File: src/rtl/game_pkg.sv
// Shared types and board-size helpers for the game control blocks.
package game_pkg;

  typedef enum logic [2:0] {
    S_IDLE,
    S_READ,
    S_CHECK,
    S_SHOW,
    S_DONE
  } reveal_state_t;

  localparam logic [4:0] DIM_L1 = 5'd8;
  localparam logic [4:0] DIM_L2 = 5'd12;
  localparam logic [4:0] DIM_L3 = 5'd16;

  function automatic logic [4:0] level_to_dim(input logic [1:0] level);
    case (level)
      2'd1:    return DIM_L1;
      2'd2:    return DIM_L2;
      2'd3:    return DIM_L3;
      default: return 5'd0;
    endcase
  endfunction

endpackage

File: src/rtl/edge_detector.sv
// Rising-edge detect for frame-paced blocks: pulse while sig is high and was low last cycle.
module edge_detector (
  input  logic clk,
  input  logic rst,
  input  logic sig,
  output logic rise
);

  logic prev;

  always_ff @(posedge clk) begin
    if (rst) prev <= 1'b0;
    else     prev <= sig;
  end

  // Combinational on the live input so an edge landing on the SHOW entry cycle is
  // seen (and ignored) by the FSM in the state where it actually happened.
  assign rise = sig & ~prev;

endmodule

File: src/rtl/mine_reveal_ctrl.sv
// End-of-game mine reveal: scans the mine map row-major and shows each mine for a
// fixed number of frames, then writes it back as revealed.
//
// state   | meaning
// S_IDLE  | waiting for an explode request with a game running
// S_READ  | map address for the current cell is on the bus
// S_CHECK | map data valid; branch on mine / no mine
// S_SHOW  | mine overlay active, counting vblank edges; extra cycle carries reveal_we
// S_DONE  | reveal finished, wait for clear
module mine_reveal_ctrl
  import game_pkg::*;
#(
  parameter int FRAMES_PER_MINE = 4,
  parameter int MAX_DIM         = 16
) (
  input  logic                               clk,
  input  logic                               rst,
  input  logic [1:0]                         level,
  input  logic                               explode_req,
  input  logic                               clear,
  input  logic                               vblnk,
  output logic [$clog2(MAX_DIM+1)-1:0]       map_addr_x,
  output logic [$clog2(MAX_DIM+1)-1:0]       map_addr_y,
  input  logic                               map_is_mine,
  output logic                               reveal_we,
  output logic [$clog2(MAX_DIM+1)-1:0]       mine_ind_x,
  output logic [$clog2(MAX_DIM+1)-1:0]       mine_ind_y,
  output logic                               explode,
  output logic                               busy,
  output logic                               done,
  output logic [7:0]                         mine_cnt
);

  localparam int CW = $clog2(MAX_DIM + 1);

  reveal_state_t state;
  logic [CW-1:0] dim;
  logic [CW-1:0] cell_x;
  logic [CW-1:0] cell_y;
  logic [3:0]    frame_cnt;
  logic          vblnk_rise;
  logic          last_cell;
  logic          advance;

  edge_detector u_vblnk_edge (
    .clk  (clk),
    .rst  (rst),
    .sig  (vblnk),
    .rise (vblnk_rise)
  );

  assign map_addr_x = cell_x;
  assign map_addr_y = cell_y;

  always_comb begin
    last_cell = (cell_x == dim) && (cell_y == dim);
    // A cell is finished either on an empty CHECK or on the write-back cycle of SHOW.
    advance   = ((state == S_CHECK) && !map_is_mine) ||
                ((state == S_SHOW) && reveal_we);
  end

  always_ff @(posedge clk) begin
    if (rst) begin
      state      <= S_IDLE;
      dim        <= '0;
      cell_x     <= '0;
      cell_y     <= '0;
      frame_cnt  <= '0;
      reveal_we  <= 1'b0;
      mine_ind_x <= '0;
      mine_ind_y <= '0;
      explode    <= 1'b0;
      busy       <= 1'b0;
      done       <= 1'b0;
      mine_cnt   <= '0;
    end else begin
      reveal_we <= 1'b0;
      case (state)
        S_IDLE: begin
          if (explode_req && (level != 2'd0)) begin
            dim      <= CW'(level_to_dim(level));
            cell_x   <= CW'(1);
            cell_y   <= CW'(1);
            mine_cnt <= '0;
            busy     <= 1'b1;
            state    <= S_READ;
          end
        end
        S_READ: state <= S_CHECK;
        S_CHECK: begin
          if (map_is_mine) begin
            mine_ind_x <= cell_x;
            mine_ind_y <= cell_y;
            frame_cnt  <= 4'(FRAMES_PER_MINE);
            explode    <= 1'b1;
            state      <= S_SHOW;
          end
        end
        S_SHOW: begin
          if (!reveal_we && vblnk_rise) begin
            frame_cnt <= frame_cnt - 4'd1;
            if (frame_cnt == 4'd1) begin
              reveal_we <= 1'b1;
              if (mine_cnt != 8'hFF) mine_cnt <= mine_cnt + 8'd1;
            end
          end
        end
        S_DONE: begin
          if (clear) begin
            done  <= 1'b0;
            state <= S_IDLE;
          end
        end
        default: state <= S_IDLE;
      endcase

      if (advance) begin
        explode <= 1'b0;
        if (last_cell) begin
          busy  <= 1'b0;
          done  <= 1'b1;
          state <= S_DONE;
        end else begin
          state <= S_READ;
          if (cell_x == dim) begin
            cell_x <= CW'(1);
            cell_y <= cell_y + CW'(1);
          end else begin
            cell_x <= cell_x + CW'(1);
          end
        end
      end
    end
  end

endmodule

File: config.mk
export PLATFORM = sky130hd
export DESIGN_NAME = mine_reveal_ctrl
export DESIGN_NICKNAME = d
export VERILOG_FILES = /design/src/rtl/game_pkg.sv /design/src/rtl/edge_detector.sv /design/src/rtl/mine_reveal_ctrl.sv
export SDC_FILE = /design/constraint.sdc
export NUM_CORES = 1
export LEC_CHECK = 0
export ABC_AREA = 1
export CAP_MARGIN = 0
export CELL_PAD_IN_SITES_DETAIL_PLACEMENT = 1
export CELL_PAD_IN_SITES_GLOBAL_PLACEMENT = 1
export CORE_AREA = 2 2 91 93
export DETAILED_ROUTE_END_ITERATION = 16
export DIE_AREA = 0 0 93 95
export PLACE_DENSITY = 0.67
export SYNTH_ARGS = -nofsm -noshare
export SYNTH_HDL_FRONTEND = slang
export SYNTH_SLANG_ARGS = --single-unit
File: constraint.sdc
create_clock -name clk -period 1.4 [get_ports clk]
set_clock_uncertainty 0.2 [all_clocks]
set_input_delay 0.14 -clock clk [delete_from_list [all_inputs] [get_ports clk]]
set_output_delay 0.14 -clock clk [all_outputs]
set_load 0.02 [all_outputs]
==> results of run 1 <==
## layer usage
| metal | routed length, um | global-route usage [%] | vias up |
|---|---|---|---|
| met1 | 3650 | 23.2 | 1285 |
| met5 | 0 | 0 | - |
| li1 | - | - | 1246 |
| met4 | 180 | 5.39 | 0 |
| met2 | 5230 | 39.8 | 43 |
| met3 | 219 | 3.35 | 17 |
## logic make-up (layout without fill, tap and decap cells)
kind of cell | count (synthesis) | in the layout | synth area share (%)
and+or+nand+nor | 124 | 124 | 26.4
AOI/OAI and AO/OA | 72 | 72 | 18.1
buffers and inverters | 49 | 177 | 8.59
DFF | 43 | 43 | 40.0
adders and majority gates | 10 | 10 | 5.81
xor gates and xnor gates | 3 | 3 | 1.22
## power groups by stage
stage,sequential (mW),clock (mW),combinational [mW]
4_1_cts,1.43,0.820,1.61
5_1_grt,1.45,0.877,1.92
3_3_place_gp,1.43,0,1.12
2_1_floorplan,1.51,0,0.510
6_report,1.44,0.831,1.80
3_5_place_dp,1.43,0,1.15
## final cells by class
cell class / count / area share, %
multi-input cells: 209 / 39.5
repair buffers: 127 / 27.9
flip-flops and latches: 43 / 22.3
inverters: 42 / 4.96
well taps: 105 / 3.25
clock buffers: 7 / 1.89
clock inverters: 1 / 0.124
## what timing repair did
action                                  CTS  global route
gates cloned                              3             0
hold endpoints to repair                  0             0
pin swaps                                39            29
setup buffers                            16             7
gates resized for setup                 159            70
endpoints found under the setup margin   73            55
## flip-flops by register name (all words and copies together), names as in the netlist
signal             count
dim                    3
done                   1
map_addr_x             5
u_vblnk_edge.prev      1
mine_ind_y             5
frame_cnt              4
mine_cnt               8
map_addr_y             5
reveal_we              1
state                  3
busy                   1
explode                1
mine_ind_x             5
## critical path: cells and delay by family, from the launching register on
kind / cells / cell delay [ps]
simple gates: 3 / 420
flops: 1 / 380
buf+inv: 2 / 280
compound gates: 2 / 270
## layout by cell type, fill, tap and decap left out, drive strengths merged
cell / instances
nand4: 6
dfxtp: 43
clkdlybuf4s50: 7
nand3b: 1
a21o: 1
nor3: 3
clkdlybuf4s15: 4
nand2: 61
ha: 10
inv: 41
xor2: 3
o21ai: 31
nand3: 23
nor4: 1
a31oi: 2
buf: 95
o211a: 1
a2111oi: 1
dlygate4sd2: 16
clkbuf: 12
a21oi: 34
o22ai: 1
clkinv: 2
o21a: 1
nor2: 28
or2: 1
## path summary, 6_finish.rpt
kind	endpoint	slack (ps)	start
worst min register to register	frame_cnt[2]	280	frame_cnt[2]
worst max-delay path	state[0]	-230	state[1]
worst max register to register	state[0]	-230	state[1]
worst min-delay path	u_vblnk_edge.prev	250	vblnk
## through the flow
step | utilization [%] | instance area, um^2 | total power [mW] | TNS (ps)
after CTS | 49.3 | 3910 | 3.86 | -3520
after detailed placement | 41.1 | 3260 | 2.57 | -13240
after global placement | 41.1 | 3260 | 2.54 | -11880
after global routing | 50.9 | 4040 | 4.25 | -7530
final | 50.9 | 4040 | 4.07 | -4650
after floorplan | - | 2260 | 2.02 | -1300
==> run summary, run 1 <==
Power and ir drop
• **power per cell area** 1010 mW/mm^2
• **switching part of the total** 38.3%
• **power share of the clock group** 20.4%
• **part of the power in combinational logic** 44.3%
• **LEAKAGE** 1.72 nW
• **switching component of the power** 1.56 mW
• **worst vdd rail ir drop** 0.000414 V
• **Sequential Power Share** 35.3%
• **internal power component** 2.51 mW

Place
• **routability cong.** 0.799
• **placed instance count** 502
• **number of port buffers** 39
• **detailed placer's ending HPWL** 5190 um
• **worst setup slack after placement** -500 ps

Timing
• **final critical-path required period** 1630 ps
• **final-report hold violation count** 0
• **worst hold-check slack** 251 ps
• **slack of the critical path** -230 ps
• **final number of max-transition violations** 0
• **Final period util** 116%
• **setup repair after global routing missed its margin** true
• **Slew headroom** 80.5%
• **pin slew with the least headroom to its limit** 290 ps
• **achievable clock frequency** 613 MHz
• **final number of setup-violating endpoints** 42

Clocking
• **Longest Clk Path Bufs** 2
• **Worst-path clk slew** 90 ps
• **TritonCTS clock tree** yes
• **H-tree levels** 2
• **number of buffers inserted for hold repair after clock tree synthesis** 0
• **clock insertion delay at the later pin of the skew report** 310 ps
• **number of CTS-inserted buffers** 5
• **root buffer cell** sky130_fd_sc_hd__clkbuf_8
• **CTS Sinks** 43

Yosys
• **area fraction of the dominant cell type after synthesis** 40.0%
• **top post-synthesis cells by area** sky130_fd_sc_hd__dfxtp_1 40%, sky130_fd_sc_hd__nand2_1 9.6%, sky130_fd_sc_hd__a21oi_1 7.9%, sky130_fd_sc_hd__inv_1 6.6%, sky130_fd_sc_hd__o21ai_0 6.5%
• **cell area after synthesis** 0.00215 mm^2
• **Synth Warn #** 0
• **most frequently used cell type in the post-synthesis netlist** sky130_fd_sc_hd__nand2_1
• **Cells after Synth** 301
• **number of enable flip-flop cells after synthesis** 0
• **unique cell type count in the Yosys netlist** 30
• **Synth top cells by count** 55 x sky130_fd_sc_hd__nand2_1, 43 x sky130_fd_sc_hd__dfxtp_1, 38 x sky130_fd_sc_hd__inv_1, 34 x sky130_fd_sc_hd__a21oi_1, 28 x sky130_fd_sc_hd__o21ai_0
• **syn_nets** 319
• **area leader, netlist** sky130_fd_sc_hd__dfxtp_1
• **share of flip-flops with an asynchronous set or reset** 0%
• **sequential cell area fraction in the yosys report** 40.0%
• **Primary FF master, synth** sky130_fd_sc_hd__dfxtp_1
• **count of state elements after synthesis** 43
• **syn avg cell area** 7.16 um^2

Finish
• **total area of multi-input combinational cells** 0.00160 mm^2
• **area taken by flip-flops and latches** 902 um^2
• **Final Instance Count excl. Fillers** 534
• **Antenna Cells** 0
• **net count reported at finish** 446
• **area growth from synthesis to layout** 87.5%
• **# fillers** 950
• **layout cells sized above 1** 52.9%

Global route
• **global-route wire length before repair** 14000 um
• **largest net degree at the start of global routing** 20
• **global router's overall resource usage** 20.6%
• **number of global-route vias before repair** 2780
• **initial antenna violation count** 0
• **total overflow reported by the global router** 0

Setup path
• **Worst Path Required** 1440 ps
• **critical path cell sequence** buf_6, nor2_4, buf_4, nand3_1, a31oi_2, a21oi_2, nor2_1
• **startpoint class of the critical path** flop
• **path depth of the worst reg2reg path** 7
• **largest fanout of any net on the critical path** 4
• **stage delay of the slowest cell on the critical path** 380 ps
• **type of the worst setup path** reg2reg
• **slowest cell on the critical path** sky130_fd_sc_hd__dfxtp_4
• **element type at the critical path end** flop
• **Worst EP arrival** 1670 ps

Routing
• **routed wire length** 9280 um
• **number of detailed-route iterations in the first pass** 4
• **First DRT Iteration DRCs** 67
• **Vias/cell** 4.85
• **number of nets still failing antenna checks after routing** 0
• **DRC Markers** 0
• **vias post-DR** 2591
• **post-detailed-route wirelength per cell** 17.4 um

Floorplan
• **area of the core region** 0.00793 mm^2
• **vertical die dimension** 95 um
• **Starting Density** 27.2%
• **DIE AREA** 0.00884 mm^2
• **Die Width** 93 um
• **total number of placement rows** 33
• **number of ports placed on the die boundary** 40

Flow run
• **max-capacitance violation count** 0

Min path
• **hold depth** 4
• **type of the worst min-delay path** in2reg

Run status
• **result of the run** finished, violations left
• **violated checks** setup timing

(Power assumes the default switching activity.)
==> run 2: changes to the inputs <==
CORE_AREA = 2 2 96 89   (was 2 2 91 93)
DIE_AREA = 0 0 98 91   (was 0 0 93 95)
==> run 2 against run 1 <==
The flow still finishes with violations (setup timing). Critical endpoint is now map_addr_y[2]. Via count rose by 0.85%. Highest routed layer unchanged. Die area up 0.94%. Setup slack got worse by 25 ps. Final cell count up 0.37%. Core utilization up 0.78 points. Wire length fell by 1.7%.
==> run summary, run 2 (synthesized netlist as in run 1, its figures left out) <==
Global route
• **global router's overall resource usage** 19.6%, -0.94 points
• **number of global-route vias before repair** 2735, -1.6%
• **total overflow reported by the global router** 0, unchanged
• **global-route wire length before repair** 14000 um, -0.44%
• **initial antenna violation count** 0, unchanged
• **largest net degree at the start of global routing** 20, unchanged

Routing
• **number of nets still failing antenna checks after routing** 0, unchanged
• **routed wire length** 9120 um, -1.7%
• **Vias/cell** 4.88, +0.47%
• **post-detailed-route wirelength per cell** 17.0 um, -2.1%
• **First DRT Iteration DRCs** 56, -16%
• **number of detailed-route iterations in the first pass** 4, unchanged
• **DRC Markers** 0, unchanged
• **vias post-DR** 2613, +0.85%

Clocking
• **Longest Clk Path Bufs** 2, unchanged
• **clock insertion delay at the later pin of the skew report** 310 ps, about the same
• **Worst-path clk slew** 100 ps, about the same
• **CTS Sinks** 43, unchanged
• **number of CTS-inserted buffers** 5, unchanged
• **TritonCTS clock tree** yes
• **H-tree levels** 2, unchanged
• **root buffer cell** sky130_fd_sc_hd__clkbuf_8

Timing
• **final number of setup-violating endpoints** 32, -24%
• **achievable clock frequency** 604 MHz, -1.5%
• **final setup TNS** -5460 ps, -806 ps
• **Final period util** 118%, +1.8 points
• **setup repair after global routing missed its margin** true
• **final number of max-transition violations** 0, unchanged
• **Slew headroom** 80.9%, +0.37 points
• **slack of the critical path** -256 ps, -25.4 ps
• **final critical-path required period** 1660 ps, +25.4 ps
• **final-report hold violation count** 0, unchanged
• **worst hold-check slack** 286 ps, +34.9 ps
• **pin slew with the least headroom to its limit** 286 ps, -3.33 ps

Setup path
• **origin of the critical flop-to-flop path** state[0]
• **slack of the worst reg-to-reg path** -260 ps, -30 ps
• **largest fanout of any net on the critical path** 5, +1
• **startpoint class of the critical path** flop
• **type of the worst setup path** reg2reg
• **Worst Path Required** 1410 ps, -30 ps
• **element type at the critical path end** flop
• **path depth of the worst reg2reg path** 9, +2
• **Worst EP arrival** 1660 ps, about the same
• **terminus of the critical flop-to-flop path** map_addr_y[2]

Run status
• **violated checks** setup timing
• **result of the run** finished, violations left

Min path
• **type of the worst min-delay path** reg2reg
• **Hold Path Sink** done
• **hold depth** 2, -2
• **Hold Crit Start** done

Place
• **worst setup slack after placement** -577 ps, -76.8 ps
• **number of port buffers** 39, unchanged
• **routability cong.** 0.823, +3.0%
• **detailed placer's ending HPWL** 5530 um, +6.5%

Finish
• **top register by number of flip-flops** mine_cnt
• **Antenna Cells** 0, unchanged
• **layout cells sized above 1** 55.6%, +2.7 points
• **commonest cells after routing, fill and taps aside** 74 x sky130_fd_sc_hd__buf_4, 32 x sky130_fd_sc_hd__nand2_1, 25 x sky130_fd_sc_hd__inv_1
• **area growth from synthesis to layout** 89.0%
• **Final Core Density** 51.7%, +0.78 points
• **max FFs per register** 8, unchanged
• **net count reported at finish** 454, +1.8%
• **most common cell after layout, fill and taps aside** sky130_fd_sc_hd__buf_4

Power and ir drop
• **LEAKAGE** 1.78 nW, +3.2%
• **power per cell area** 1020 mW/mm^2, +0.99%
• **internal power component** 2.58 mW, +2.5%
• **Sequential Power Share** 34.6%, -0.7 points
• **power share of the clock group** 23.5%, +3.1 points
• **switching part of the total** 37.9%, -0.43 points
• **worst vdd rail ir drop** 0.000406 V, -2.0%
• **switching component of the power** 1.57 mW, +0.69%
• **part of the power in combinational logic** 41.9%, -2.4 points

Floorplan
• **area of the core region** 0.00787 mm^2, -0.68%
• **Starting Density** 27.4%, +0.19 points
• **vertical die dimension** 91 um, -4.2%
• **Die Width** 98 um, +5.4%
• **total number of placement rows** 31, -6.1%
• **DIE AREA** 0.00892 mm^2, +0.94%
• **number of ports placed on the die boundary** 40, unchanged

Flow run
• **max-capacitance violation count** 0, unchanged

[run 2: metrics by stage]
step	std cells	total power [mW]	area (um^2)
finish	536	4.15	4070
global route	536	4.35	4070
CTS	524	3.89	3790
floorplan	301	2.02	2260
detailed placement	499	2.59	3270
global placement	499	2.55	3270
[run 2: power groups by stage]
stage / clock network (mW) / logic, mW / registers, mW
after floorplan: 0 / 0.510 / 1.51
after CTS: 0.974 / 1.48 / 1.44
after global routing: 1.03 / 1.86 / 1.45
after global placement: 0 / 1.12 / 1.43
final: 0.976 / 1.74 / 1.44
after detailed placement: 0 / 1.16 / 1.43
[run 2: how the worst max path moves through the flow]
stage,startpoint,to,slack (ps)
6_report,state[0],map_addr_y[2],-260
5_1_grt,dim[2],map_addr_x[1],-340
4_1_cts,map_addr_x[1],map_addr_y[0],-230
3_5_place_dp,level[0],mine_cnt[5],-580
3_3_place_gp,level[0],map_addr_y[3],-450
2_1_floorplan,map_addr_x[1],map_addr_y[3],-140
[run 2: final cells by class]
type | count | area [um^2]
fill | 932 | 3800
multi-input combinational | 209 | 1610
timing repair buffer | 135 | 1130
sequential | 43 | 908
inverter | 42 | 193
tap | 99 | 124
clock buffer | 6 | 93.8
clock inverter | 2 | 13.8
[run 2: repair_timing]
action	CTS	global route
setup buffers	15	15
hold endpoints to repair	0	0
hold buffers	0	0
gates resized for setup	156	81
pin swaps	38	37
cloned	2	0
endpoints found under the setup margin	73	57
[run 2: layer usage]
metal	vias up	share of wire (%)	GRT usage, %	wire (um)
li1	1261	-	-	-
met1	1278	38	22.0	3470
met2	50	56	38.1	5100
met3	24	2.7	2.77	247
met4	0	3.3	5.44	301
met5	-	0	0	0
[run 2: worst max-delay path: stages (launching register included)]
cell,delay [ps]
sky130_fd_sc_hd__dfxtp_4,410
sky130_fd_sc_hd__nand2_4,70
sky130_fd_sc_hd__nor2_4,120
sky130_fd_sc_hd__nand2_2,90
sky130_fd_sc_hd__o21ai_4,90
sky130_fd_sc_hd__buf_12,160
sky130_fd_sc_hd__buf_4,130
sky130_fd_sc_hd__nand3_4,100
sky130_fd_sc_hd__o21ai_2,140
sky130_fd_sc_hd__nor2_1,60
==> run 3: changes to the inputs <==
CELL_PAD_IN_SITES_DETAIL_PLACEMENT = 0   (was 1)
CELL_PAD_IN_SITES_GLOBAL_PLACEMENT = 2   (was 1)
CORE_AREA = 2 2 99 92   (was 2 2 96 89)
DIE_AREA = 0 0 101 94   (was 0 0 98 91)
PLACE_DENSITY = 0.77   (was 0.67)
==> run 3 against run 2 <==
The run still ends with setup timing left. Register-to-register slack better by 90 ps. Maximum frequency up 6.0%. Final cell count down 1.5%. Sequential power about the same. Via count down 9.5%. Critical path depth up 1. Non-clock buffer count down 11. Global-route usage down 5.0 points. Clock power down 17%. First-iteration DRC count down 1.8%. Sequential cell count unchanged. Count of clock-buffer cells in the layout unchanged. Critical path type unchanged. Critical endpoint is now map_addr_y[0]. Largest power group unchanged.
==> run summary, run 3 (synthesized netlist as in run 1, its figures left out) <==
Run status
• **result of the run** finished, violations left
• **violated checks** setup timing

Place
• **routability cong.** 0.804, -2.3%
• **detailed placer's ending HPWL** 4840 um, -12%
• **placed instance count** 508, +1.8%
• **number of port buffers** 39, unchanged
• **worst setup slack after placement** -500 ps, +77.3 ps
• **post-placement cell area** 0.00332 mm^2, +1.5%

Finish
• **net count reported at finish** 443, -2.4%
• **commonest cells after routing, fill and taps aside** 74 x sky130_fd_sc_hd__buf_4, 44 x sky130_fd_sc_hd__nand2_1, 28 x sky130_fd_sc_hd__inv_1
• **layout cells sized above 1** 46.2%, -9.4 points
• **area growth from synthesis to layout** 72.8%
• **max FFs per register** 8, unchanged
• **post-route cell area** 0.00372 mm^2, -8.6%
• **# fillers** 865, -7.2%
• **Antenna Cells** 0, unchanged
• **area taken by flip-flops and latches** 903 um^2, -0.55%
• **top register by number of flip-flops** mine_cnt
• **total area of multi-input combinational cells** 0.00141 mm^2, -12%
• **most common cell after layout, fill and taps aside** sky130_fd_sc_hd__buf_4
• **Final Core Density** 44.3%, -7.5 points
• **Final Instance Count excl. Fillers** 528, -1.5%

Power and ir drop
• **part of the power in combinational logic** 39.7%, -2.2 points
• **switching component of the power** 1.33 mW, -16%
• **power share of the clock group** 21.8%, -1.7 points
• **internal power component** 2.38 mW, -7.8%
• **worst vdd rail ir drop** 0.000448 V, +10%
• **power per cell area** 995 mW/mm^2, -2.4%
• **LEAKAGE** 1.65 nW, -7.4%
• **Sequential Power Share** 38.6%, +4.0 points
• **switching part of the total** 35.8%, -2.1 points

Clocking
• **CTS Sinks** 43, unchanged
• **clock insertion delay at the later pin of the skew report** 300 ps, about the same
• **Worst-path clk slew** 90 ps, about the same
• **number of buffers inserted for hold repair after clock tree synthesis** 0, unchanged
• **Longest Clk Path Bufs** 2, unchanged
• **number of CTS-inserted buffers** 5, unchanged
• **TritonCTS clock tree** yes
• **root buffer cell** sky130_fd_sc_hd__clkbuf_8
• **H-tree levels** 2, unchanged

Flow run
• **max-capacitance violation count** 0, unchanged

Setup path
• **element type at the critical path end** flop
• **Worst EP arrival** 1550 ps, -110 ps
• **type of the worst setup path** reg2reg
• **terminus of the critical flop-to-flop path** map_addr_y[0]
• **path depth of the worst reg2reg path** 10, +1
• **Worst Path Required** 1390 ps, -20 ps
• **largest fanout of any net on the critical path** 7, +2
• **startpoint class of the critical path** flop
• **slack of the worst reg-to-reg path** -160 ps, +90 ps
• **origin of the critical flop-to-flop path** state[2]

Min path
• **type of the worst min-delay path** in2reg
• **Hold Path Sink** u_vblnk_edge.prev
• **Hold Crit Start** vblnk
• **hold depth** 4, +2

Timing
• **final-report hold violation count** 0, unchanged
• **worst hold-check slack** 278 ps, -8.12 ps
• **pin slew with the least headroom to its limit** 238 ps, -48.1 ps
• **Final period util** 112%, -6.6 points
• **Slew headroom** 84.0%, +3.1 points
• **setup repair after global routing missed its margin** true
• **final number of max-transition violations** 0, unchanged
• **achievable clock frequency** 640 MHz, +6.0%
• **final number of setup-violating endpoints** 33, +3.1%
• **slack of the critical path** -163 ps, +93.0 ps
• **final critical-path required period** 1560 ps, -93.0 ps

Global route
• **number of global-route vias before repair** 2317, -15%
• **total overflow reported by the global router** 0, unchanged
• **global router's overall resource usage** 14.6%, -5.0 points
• **global-route wire length before repair** 10900 um, -22%
• **largest net degree at the start of global routing** 21, +5.0%
• **initial antenna violation count** 0, unchanged

Floorplan
• **area of the core region** 0.00841 mm^2, +6.8%
• **vertical die dimension** 94 um, +3.3%
• **number of ports placed on the die boundary** 40, unchanged
• **DIE AREA** 0.00949 mm^2, +6.5%
• **Die Width** 101 um, +3.1%
• **total number of placement rows** 32, +3.2%
• **Starting Density** 25.6%, -1.7 points

Routing
• **First DRT Iteration DRCs** 55, -1.8%
• **number of nets still failing antenna checks after routing** 0, unchanged
• **post-detailed-route wirelength per cell** 12.4 um, -27%
• **vias post-DR** 2366, -9.5%
• **DRC Markers** 0, unchanged
• **routed wire length** 6550 um, -28%
• **number of detailed-route iterations in the first pass** 4, unchanged
• **Vias/cell** 4.48, -8.1%

run 3: layout make-up:
class                      instances  share of cell area (%)
clock inverter                     2                   0.303
sequential                        43                    24.3
inverter                          42                    4.71
clock buffer                       6                    1.95
multi-input combinational        209                    37.9
timing repair buffer             124                    27.4
tap                              102                    3.43
run 3: power by group through the flow:
stage | clock network [mW] | logic (mW) | registers, mW
floorplan | 0 | 0.510 | 1.51
global placement | 0 | 1.15 | 1.43
detailed placement | 0 | 1.15 | 1.43
CTS | 0.849 | 1.31 | 1.41
global route | 0.897 | 1.59 | 1.45
finish | 0.807 | 1.47 | 1.43
run 3: metal layers:
layer | routed length (um) | up-vias | track usage [%]
li1 | - | 1248 | -
met1 | 3100 | 1069 | 19.3
met2 | 3180 | 42 | 24.8
met3 | 207 | 7 | 2.23
met4 | 70 | 0 | 3.72
met5 | 0 | - | 0
run 3: through the flow:
stage               power, mW  TNS (ps)
global placement         2.57    -12240
floorplan                2.02     -1300
finish                   3.70     -2840
CTS                      3.57     -2990
detailed placement       2.58    -13170
global route             3.93     -6430
run 3: worst max-delay path by stage:
| stage | start | to | slack (ps) | depth (start not counted) |
|---|---|---|---|---|
| after floorplan | map_addr_x[1] | map_addr_y[3] | -140 | 9 |
| after global placement | level[0] | mine_cnt[5] | -460 | 10 |
| after detailed placement | level[0] | map_addr_y[4] | -500 | 11 |
| after CTS | map_addr_x[1] | map_addr_y[0] | -170 | 10 |
| after global routing | state[0] | mine_cnt[6] | -250 | 8 |
| final | state[2] | map_addr_y[0] | -160 | 10 |
run 3: critical path: stages, from the launching register on:
cell and delay, ps:
sky130_fd_sc_hd__dfxtp_4 380, sky130_fd_sc_hd__buf_6 120, sky130_fd_sc_hd__nor2_4 80, sky130_fd_sc_hd__nand2_2 70, sky130_fd_sc_hd__o21ai_4 70, sky130_fd_sc_hd__buf_12 160, sky130_fd_sc_hd__nand2_8 80, sky130_fd_sc_hd__nor2_4 140
sky130_fd_sc_hd__nand2_1 60, sky130_fd_sc_hd__nand2_1 50, sky130_fd_sc_hd__nor2_1 30
run 3: timing repair:
action,4_1_cts,5_1_grt
setup endpoints to repair,73,53
buffers inserted,7,6
pin swaps,22,21
gates resized for setup,105,61
cloned,0,0
